$ cat config.mk
export PLATFORM = sky130hd
export DESIGN_NAME = reg_serializer_n2t
export DESIGN_NICKNAME = d
export VERILOG_FILES = /design/src/rtl/n2t_pkg.sv /design/src/rtl/counter_n2t.sv /design/src/rtl/reg_serializer_n2t.sv
export SDC_FILE = /design/constraint.sdc
export NUM_CORES = 1
export LEC_CHECK = 0
export ABC_CLOCK_PERIOD_IN_PS = 2100
export BUFFER_PORTS_ARGS = -buffer_cell sky130_fd_sc_hd__clkbuf_2
export CAP_MARGIN = 20
export CELL_PAD_IN_SITES_DETAIL_PLACEMENT = 1
export CELL_PAD_IN_SITES_GLOBAL_PLACEMENT = 1
export CORE_ASPECT_RATIO = 1.4
export CORE_MARGIN = 2
export CORE_UTILIZATION = 40
export DETAILED_ROUTE_END_ITERATION = 8
export PLACE_DENSITY_LB_ADDON = 0.1
export SLEW_MARGIN = 0
export SYNTH_ARGS = -nofsm -noshare
export SYNTH_HDL_FRONTEND = slang
export SYNTH_HIERARCHICAL = 1
export SYNTH_SLANG_ARGS = --single-unit
$ cat constraint.sdc
create_clock -name clk -period 2.1 [get_ports clk]
set_input_delay 0.105 -clock clk [delete_from_list [all_inputs] [get_ports clk]]
set_output_delay 0.105 -clock clk [all_outputs]
set_load 0.05 [all_outputs]
$ cat src/rtl/n2t_pkg.sv
// ============================================================================
// Module      : n2t_pkg
// Description : Shared types and constants for the chapter-03 storage blocks.
// Revision    : 1.0 - initial release
// ============================================================================
`default_nettype none

package n2t_pkg;

   localparam int WORD_W = 16;

   // Shared with the matching deserializer, so keep the encoding stable.
   typedef enum logic [1:0] {
      IDLE   = 2'd0,
      SHIFT  = 2'd1,
      PARITY = 2'd2
   } ser_state_t;

   function automatic logic ser_parity(input logic [WORD_W-1:0] word);
      return ^word;
   endfunction

endpackage

`default_nettype wire

$ cat src/rtl/counter_n2t.sv
// ============================================================================
// Module      : counter_n2t
// Description : Up-counter with synchronous clear (priority) and increment
//               enable. Also used by the program counter.
// Revision    : 1.0 - initial release
// ============================================================================
`default_nettype none

module counter_n2t #(
   parameter int CNT_W = 4
) (
   input  logic             clk,
   input  logic             reset,
   input  logic             i_clr,
   input  logic             i_inc,
   output logic [CNT_W-1:0] o_count
);

   logic [CNT_W-1:0] r_count;

   always_ff @(posedge clk) begin
      if (reset || i_clr) begin
         r_count <= '0;
      end else if (i_inc) begin
         r_count <= r_count + CNT_W'(1);
      end
   end

   assign o_count = r_count;

endmodule

`default_nettype wire

$ cat src/rtl/reg_serializer_n2t.sv
// ============================================================================
// Module      : reg_serializer_n2t
// Description : Captures a WIDTH-bit word on a load strobe and sends it one
//               bit per valid/ready transfer. Define SER_PARITY_EN to append
//               an even-parity bit after the data bits.
// Revision    : 1.0 - initial release
// ============================================================================
`default_nettype none

module reg_serializer_n2t
   import n2t_pkg::*;
#(
   parameter int WIDTH     = WORD_W,
   parameter int MSB_FIRST = 1
) (
   input  logic             clk,
   input  logic             reset,
   input  logic [WIDTH-1:0] i_in,
   input  logic             i_load,
   output logic             o_out,
   output logic             o_out_valid,
   input  logic             i_out_ready,
   output logic             o_busy,
   output logic             o_done
);

   localparam int               CNT_W  = $clog2(WIDTH);
   localparam logic [CNT_W-1:0] c_LAST = CNT_W'(WIDTH - 1);

   ser_state_t       r_state;
   logic [WIDTH-1:0] r_shift;
   logic             r_out;
   logic             r_valid;
   logic             r_busy;
   logic             r_done;
`ifdef SER_PARITY_EN
   logic             r_parity;
`endif

   logic [CNT_W-1:0] w_count;
   logic [WIDTH-1:0] w_shift_nxt;
   logic             w_xfer;
   logic             w_load_acc;
   logic             w_last_xfer;
   logic             w_bit_inc;

   function automatic logic f_lead_bit(input logic [WIDTH-1:0] word);
      return (MSB_FIRST != 0) ? word[WIDTH-1] : word[0];
   endfunction

   // The bit on the wire is always the leading end of the shift register.
   assign w_shift_nxt = (MSB_FIRST != 0) ? {r_shift[WIDTH-2:0], 1'b0}
                                         : {1'b0, r_shift[WIDTH-1:1]};

   assign w_xfer      = r_valid & i_out_ready;
   assign w_load_acc  = (r_state == IDLE) & i_load;
   assign w_last_xfer = (r_state == SHIFT) & w_xfer & (w_count == c_LAST);
   assign w_bit_inc   = (r_state == SHIFT) & w_xfer & (w_count != c_LAST);

   counter_n2t #(
      .CNT_W (CNT_W)
   ) u_bit_cnt (
      .clk     (clk),
      .reset   (reset),
      .i_clr   (w_load_acc | w_last_xfer),
      .i_inc   (w_bit_inc),
      .o_count (w_count)
   );

   always_ff @(posedge clk) begin
      if (reset) begin
         r_state  <= IDLE;
         r_shift  <= '0;
         r_out    <= 1'b0;
         r_valid  <= 1'b0;
         r_busy   <= 1'b0;
         r_done   <= 1'b0;
`ifdef SER_PARITY_EN
         r_parity <= 1'b0;
`endif
      end else begin
         r_done <= 1'b0;
         case (r_state)
            IDLE: begin
               if (i_load) begin
                  r_shift  <= i_in;
                  r_out    <= f_lead_bit(i_in);
                  r_valid  <= 1'b1;
                  r_busy   <= 1'b1;
                  r_state  <= SHIFT;
`ifdef SER_PARITY_EN
                  r_parity <= ser_parity(WORD_W'(i_in));
`endif
               end
            end
            SHIFT: begin
               if (w_xfer) begin
                  if (w_count == c_LAST) begin
`ifdef SER_PARITY_EN
                     r_out   <= r_parity;
                     r_state <= PARITY;
`else
                     r_out   <= 1'b0;
                     r_valid <= 1'b0;
                     r_busy  <= 1'b0;
                     r_done  <= 1'b1;
                     r_state <= IDLE;
`endif
                  end else begin
                     r_shift <= w_shift_nxt;
                     r_out   <= f_lead_bit(w_shift_nxt);
                  end
               end
            end
`ifdef SER_PARITY_EN
            PARITY: begin
               if (w_xfer) begin
                  r_out   <= 1'b0;
                  r_valid <= 1'b0;
                  r_busy  <= 1'b0;
                  r_done  <= 1'b1;
                  r_state <= IDLE;
               end
            end
`endif
            default: begin
               r_out   <= 1'b0;
               r_valid <= 1'b0;
               r_busy  <= 1'b0;
               r_state <= IDLE;
            end
         endcase
      end
   end

   assign o_out       = r_out;
   assign o_out_valid = r_valid;
   assign o_busy      = r_busy;
   assign o_done      = r_done;

endmodule

`default_nettype wire

# Word level (Yosys, flattened, before mapping)
# Cells that the tools add are included.
[totals]
ff_bits = 24
input_bits = 20
out_inout_bits = 4
word_cells = 46
[op_classes]
addsub = 1
eq_ne = 7
n_mux = 17
bitwise = 8
reduce_logical = 7
[ops]
columns = ["operator", "count"]
rows = [
  ["$mux 15", 3],
  ["$pmux 15 s2", 1],
  ["$mux 1", 7],
  ["$mux 2", 3],
  ["$ne 2x2->1 const B", 3],
  ["$and 1x1->1", 5],
  ["$add 4x1->4 const B", 1],
  ["$eq 4x4->1 const B", 1],
  ["$ne 4x4->1 const B", 1],
  ["$pmux 1 s2", 2],
  ["$pmux 2 s2", 1],
  ["$reduce_and 4->1", 1],
  ["$reduce_and 3->1", 1],
  ["$reduce_or 3->1", 1],
  ["$eq 2x1->1 const B", 1],
  ["$logic_not 2->1", 1],
  ["$ne 2x1->1 const B", 1],
  ["$not 1->1", 2],
  ["$reduce_and 2->1", 1],
  ["$reduce_bool 2->1", 1],
  ["$logic_or 1x1->1", 1],
  ["$or 1x1->1", 1],
]

# Longest topological paths before layout
[logic_depth]
depth_word = 5
depth_mapped = 7

# Hierarchy
# The synthesis kept the hierarchy.
[by_module_without_submodules]
columns = ["module", "n_inst", "cells_per_inst", "area_per_inst_um2", "seq_area_each_um2"]
rows = [
  ["reg_serializer_n2t", 1, 92, 952.2, 360.3],
  ["counter_n2t", 1, 17, 177.7, 80.1],
]

# Worst setup path before layout
# No wires, ideal clock.
[synth_timing]
path_type = "reg-to-reg"
start = "register, netlist name o_busy"
end = "register u_bit_cnt.r_count[3], in the netlist u_bit_cnt/o_count[3]"
setup_ns = 0.123
arrival_ns = 1.884
t_required_ns = 1.977
path_slack_ns = 0.092
path_stages_with_launch = 8
period_less_slack_ns = 2.008
cell_sequence = "dfxtp_1 -> buf_6 -> and2_4 -> buf_6 -> buf_4 -> and2_1 -> nand4_1 -> mux2_1"
[synth_lines]
columns = ["item", "line_no", "rtl"]
rows = [
  ["end signal, assigned", "counter_n2t.sv:25", "r_count <= r_count + CNT_W'(1);"],
  ["end, declared", "counter_n2t.sv:19", "logic [CNT_W-1:0] r_count;"],
]

==> tab_implementation.tex <==
\begin{tabular}{lr}
\hline
Metric & Value \\
\hline
\multicolumn{2}{l}{\textbf{Status}} \\
\quad Run status & completed \\
\multicolumn{2}{l}{\textbf{Setup path}} \\
\quad Setup CP Type & reg -> reg \\
\quad Max FO, Critical Path & 18 \\
\quad Element type at the critical path start & register \\
\quad Data arrival, critical path & 1.81 ns \\
\quad Type of element capturing the critical path & register \\
\quad Worst EP required & 2.30 ns \\
\multicolumn{2}{l}{\textbf{STA}} \\
\quad Final count of hold timing violations & 0 \\
\quad Final count of pins violating max slew & 0 \\
\quad Min Hold Slack & 0.0116 ns \\
\quad Peak Freq & 620 MHz \\
\quad Final-report setup violation count & 0 \\
\quad Final critical-path required period & 1.61 ns \\
\quad Worst Max-Slew Pin Slew & 0.624 ns \\
\quad Clock Skews & 0.00666 ns \\
\quad Worst Slack Setup Final & 0.488 ns \\
\quad Final clock period utilization by the worst path & 0.768 \\
\quad Final total negative setup slack & 0 ns \\
\quad Setup repair after global routing missed its margin & false \\
\quad Relative slew slack & 0.584 \\
\multicolumn{2}{l}{\textbf{CTS}} \\
\quad Clk Tree Root Cell & clkbuf\_4 \\
\quad Clk buf depth & 2 \\
\quad Clock Sinks & 22 \\
\quad Clk Latency, worst-skew pair & $\sim$0.30 ns \\
\quad Count of hold-fix buffers inserted at cts & 0 \\
\quad H-tree lvl count & 1 \\
\quad TritonCTS clock tree & done \\
\quad Setup Fix Bufs, Post-CTS & 0 \\
\quad Num CTS Buffers & 3 \\
\quad Clock slew at the register clock pins of the worst setup and hold paths & about 0.13 ns \\
\quad Cts repair resizes & 0 \\
\multicolumn{2}{l}{\textbf{Power}} \\
\quad Power density normalized to cell area & roughly 660 nW/um\^{}2 \\
\quad Static leakage & 0.489 nW \\
\quad Internal power & between 0.5 and 0.6 mW \\
\quad Logic gate share of total power & 0.210 \\
\quad Fraction of power consumed by sequential logic & 0.559 \\
\quad Power consumption & 0.838 mW \\
\quad Clock power share & 0.231 \\
\quad Switching share of power & 0.293 \\
\quad VDD IR max & 0.331 mV \\
\quad Net switching power figure & 0.246 mW \\
\multicolumn{2}{l}{\textbf{Final layout}} \\
\quad Number of nets at the end of the flow & 150 \\
\quad Post-layout instance count excluding filler cells & 163 \\
\quad Post-Route Utilization & 0.478 \\
\quad Proportion of layout cells with a drive suffix above 1 & 0.339 \\
\quad Multi-input combinational cell area & approximately 600 sq um \\
\quad Total non-filler cell area in the finished layout & 1260 sq um \\
\quad P\&R area growth vs syn & 11.8\% \\
\quad Number of diodes & 0 \\
\quad Fill count & 320 \\
\quad Total area of sequential cells & 440 sq um \\
\multicolumn{2}{l}{\textbf{Synthesis}} \\
\quad Number of synthesized register bits & 22 \\
\quad Area share of the largest cell type after synthesis & 0.390 \\
\quad Sequential share of the synthesized area & 0.390 \\
\quad Most used standard cells in the synthesized netlist & dfxtp\_1 (22), a211oi\_1 (19), mux2i\_1 (15) \\
\quad Most used flip-flop cell after synthesis & dfxtp\_1 \\
\quad Fraction of registers with async set/reset & 0 \\
\quad Syn\_nets & 130 \\
\quad Netlist Area Pre-Place & $\sim$1100 sq um \\
\quad Synthesized instance count & between 100 and 150 \\
\quad Most instantiated library cell after synthesis & dfxtp\_1 \\
\quad EDFF count, synth & 0 \\
\quad Top area cells in the synthesized netlist & dfxtp\_1 (39\%), mux2i\_1 (13\%), a211oi\_1 (13\%), a211oi\_2 (11\%), buf\_6 (3.0\%) \\
\quad Number of distinct library cells after synthesis & 31 \\
\quad Largest area contributor in the synthesized netlist & dfxtp\_1 \\
\quad Number of warnings issued by yosys & 6 \\
\quad Average cell area after synthesis & 10.4 sq um \\
\multicolumn{2}{l}{\textbf{Die}} \\
\quad Area of the core & 2640 sq um \\
\quad Floorplan row count & 22 \\
\quad \# IOs & 24 \\
\quad Height of the die & 66.9 microns \\
\quad Total Die Area & approximately 3300 sq um \\
\quad Initial standard-cell utilization of the core & 0.428 \\
\quad Width of the die & 48.9 microns \\
\multicolumn{2}{l}{\textbf{Global routing}} \\
\quad Grt ovf & 0 \\
\quad First-pass GRT wire length & 4.05 mm \\
\quad Number of global-route vias before repair & just under 1000 \\
\quad Global routing usage summed across all routing layers & 0.159 \\
\quad Maximum number of pins on one net before global-route repair & 22 \\
\quad Initial antenna violation count & 0 \\
\multicolumn{2}{l}{\textbf{Placed design}} \\
\quad \# placed instances & 160 \\
\quad Input/output buffers & 23 \\
\quad Post-DP HPWL & 1.72 mm \\
\quad Worst slack at placement & 0.449 ns \\
\quad Final weighted congestion in routability-driven placement & 0.772 \\
\quad Cell area after placement & 1240 sq um \\
\multicolumn{2}{l}{\textbf{Detailed routing}} \\
\quad Drt total wl & 2.34 mm \\
\quad Routed Antenna Nets & 0 \\
\quad Total via count in the routed design & roughly 900 \\
\quad Drt first pass iters & 3 \\
\quad Post-route DRC violation count & 0 \\
\quad Post-detailed-route wirelength per cell & 14.4 microns \\
\quad Via density & 5.53 \\
\quad Initial detailed-routing violation count & 15 \\
\multicolumn{2}{l}{\textbf{Hold path}} \\
\quad Type of the worst min-delay path & in -> reg \\
\multicolumn{2}{l}{\textbf{Job}} \\
\quad MaxCap Viol Count & 0 \\
\hline
\end{tabular}
kinds of logic (layout without fill, tap and decap cells):
family	after synthesis	in the layout	synth area share
compound gates	36	36	0.278
fa+ha+maj	1	1	0.0111
mux	16	16	0.143
buf+inv	13	31	0.0731
xor+xnor	1	1	0.00775
flops	22	22	0.390
simple gates	20	20	0.0975
state kept, by name (all words and copies together), names as in the netlist:
register,count
o_busy,1
r_shift,15
o_done,1
o_out,1
u_bit_cnt/o_count,4
power by group through the flow:
stage / Sequential [mW] / Combinational [mW] / Clock (mW)
6_report: 0.468 / 0.176 / 0.194
5_1_grt: 0.473 / 0.194 / 0.215
4_1_cts: 0.469 / 0.180 / 0.202
3_5_place_dp: 0.478 / 0.180 / 0
3_3_place_gp: 0.477 / 0.176 / 0
2_1_floorplan: 0.483 / 0.137 / 0
worst max-delay path, stage by stage (launching register included):
cell and delay, ns:
dfxtp_1 0.45, and2_4 0.31, and2_1 0.28, nand4_1 0.13, mux2_1 0.33
final cells by class:
class,count,area share
multi-input cells,74,0.480
flip-flops and latches,22,0.349
repair buffers,27,0.115
well taps,36,0.0356
clock buffers,3,0.0178
inverters,1,0.00297
metal layers:
| layer | GRT usage | vias to the layer above | part of all wire |
|---|---|---|---|
| li1 | - | 448 | - |
| met4 | 0.0643 | 0 | 0.0073 |
| met2 | 0.329 | 11 | 0.58 |
| met3 | 0.0247 | 2 | 0.031 |
| met1 | 0.154 | 440 | 0.39 |
| met5 | 0 | - | 0 |
path summary, 6_finish.rpt:
path,start,depth (start not counted),end,slack (ns)
worst max-delay path,o_busy,4,u_bit_cnt/o_count[3],0.49
worst min-delay path,i_in[0],3,r_shift[0],0.01
worst max register to register,o_busy,4,u_bit_cnt/o_count[3],0.49
worst min register to register,r_shift[14],2,o_out,0.54
layout by cell type, fill, tap and decap left out, types with 2 or more instances in the layout:
master,instances
a211oi_1,19
a211oi_2,10
a21oi_1,2
buf_4,4
clkbuf_2,23
clkbuf_4,3
dfxtp_1,22
mux2i_1,15
nand2_1,2
nand4_1,2
nor2_1,4
nor3_1,4
o21ai_0,2
Power figures use the tool's default switching activity.
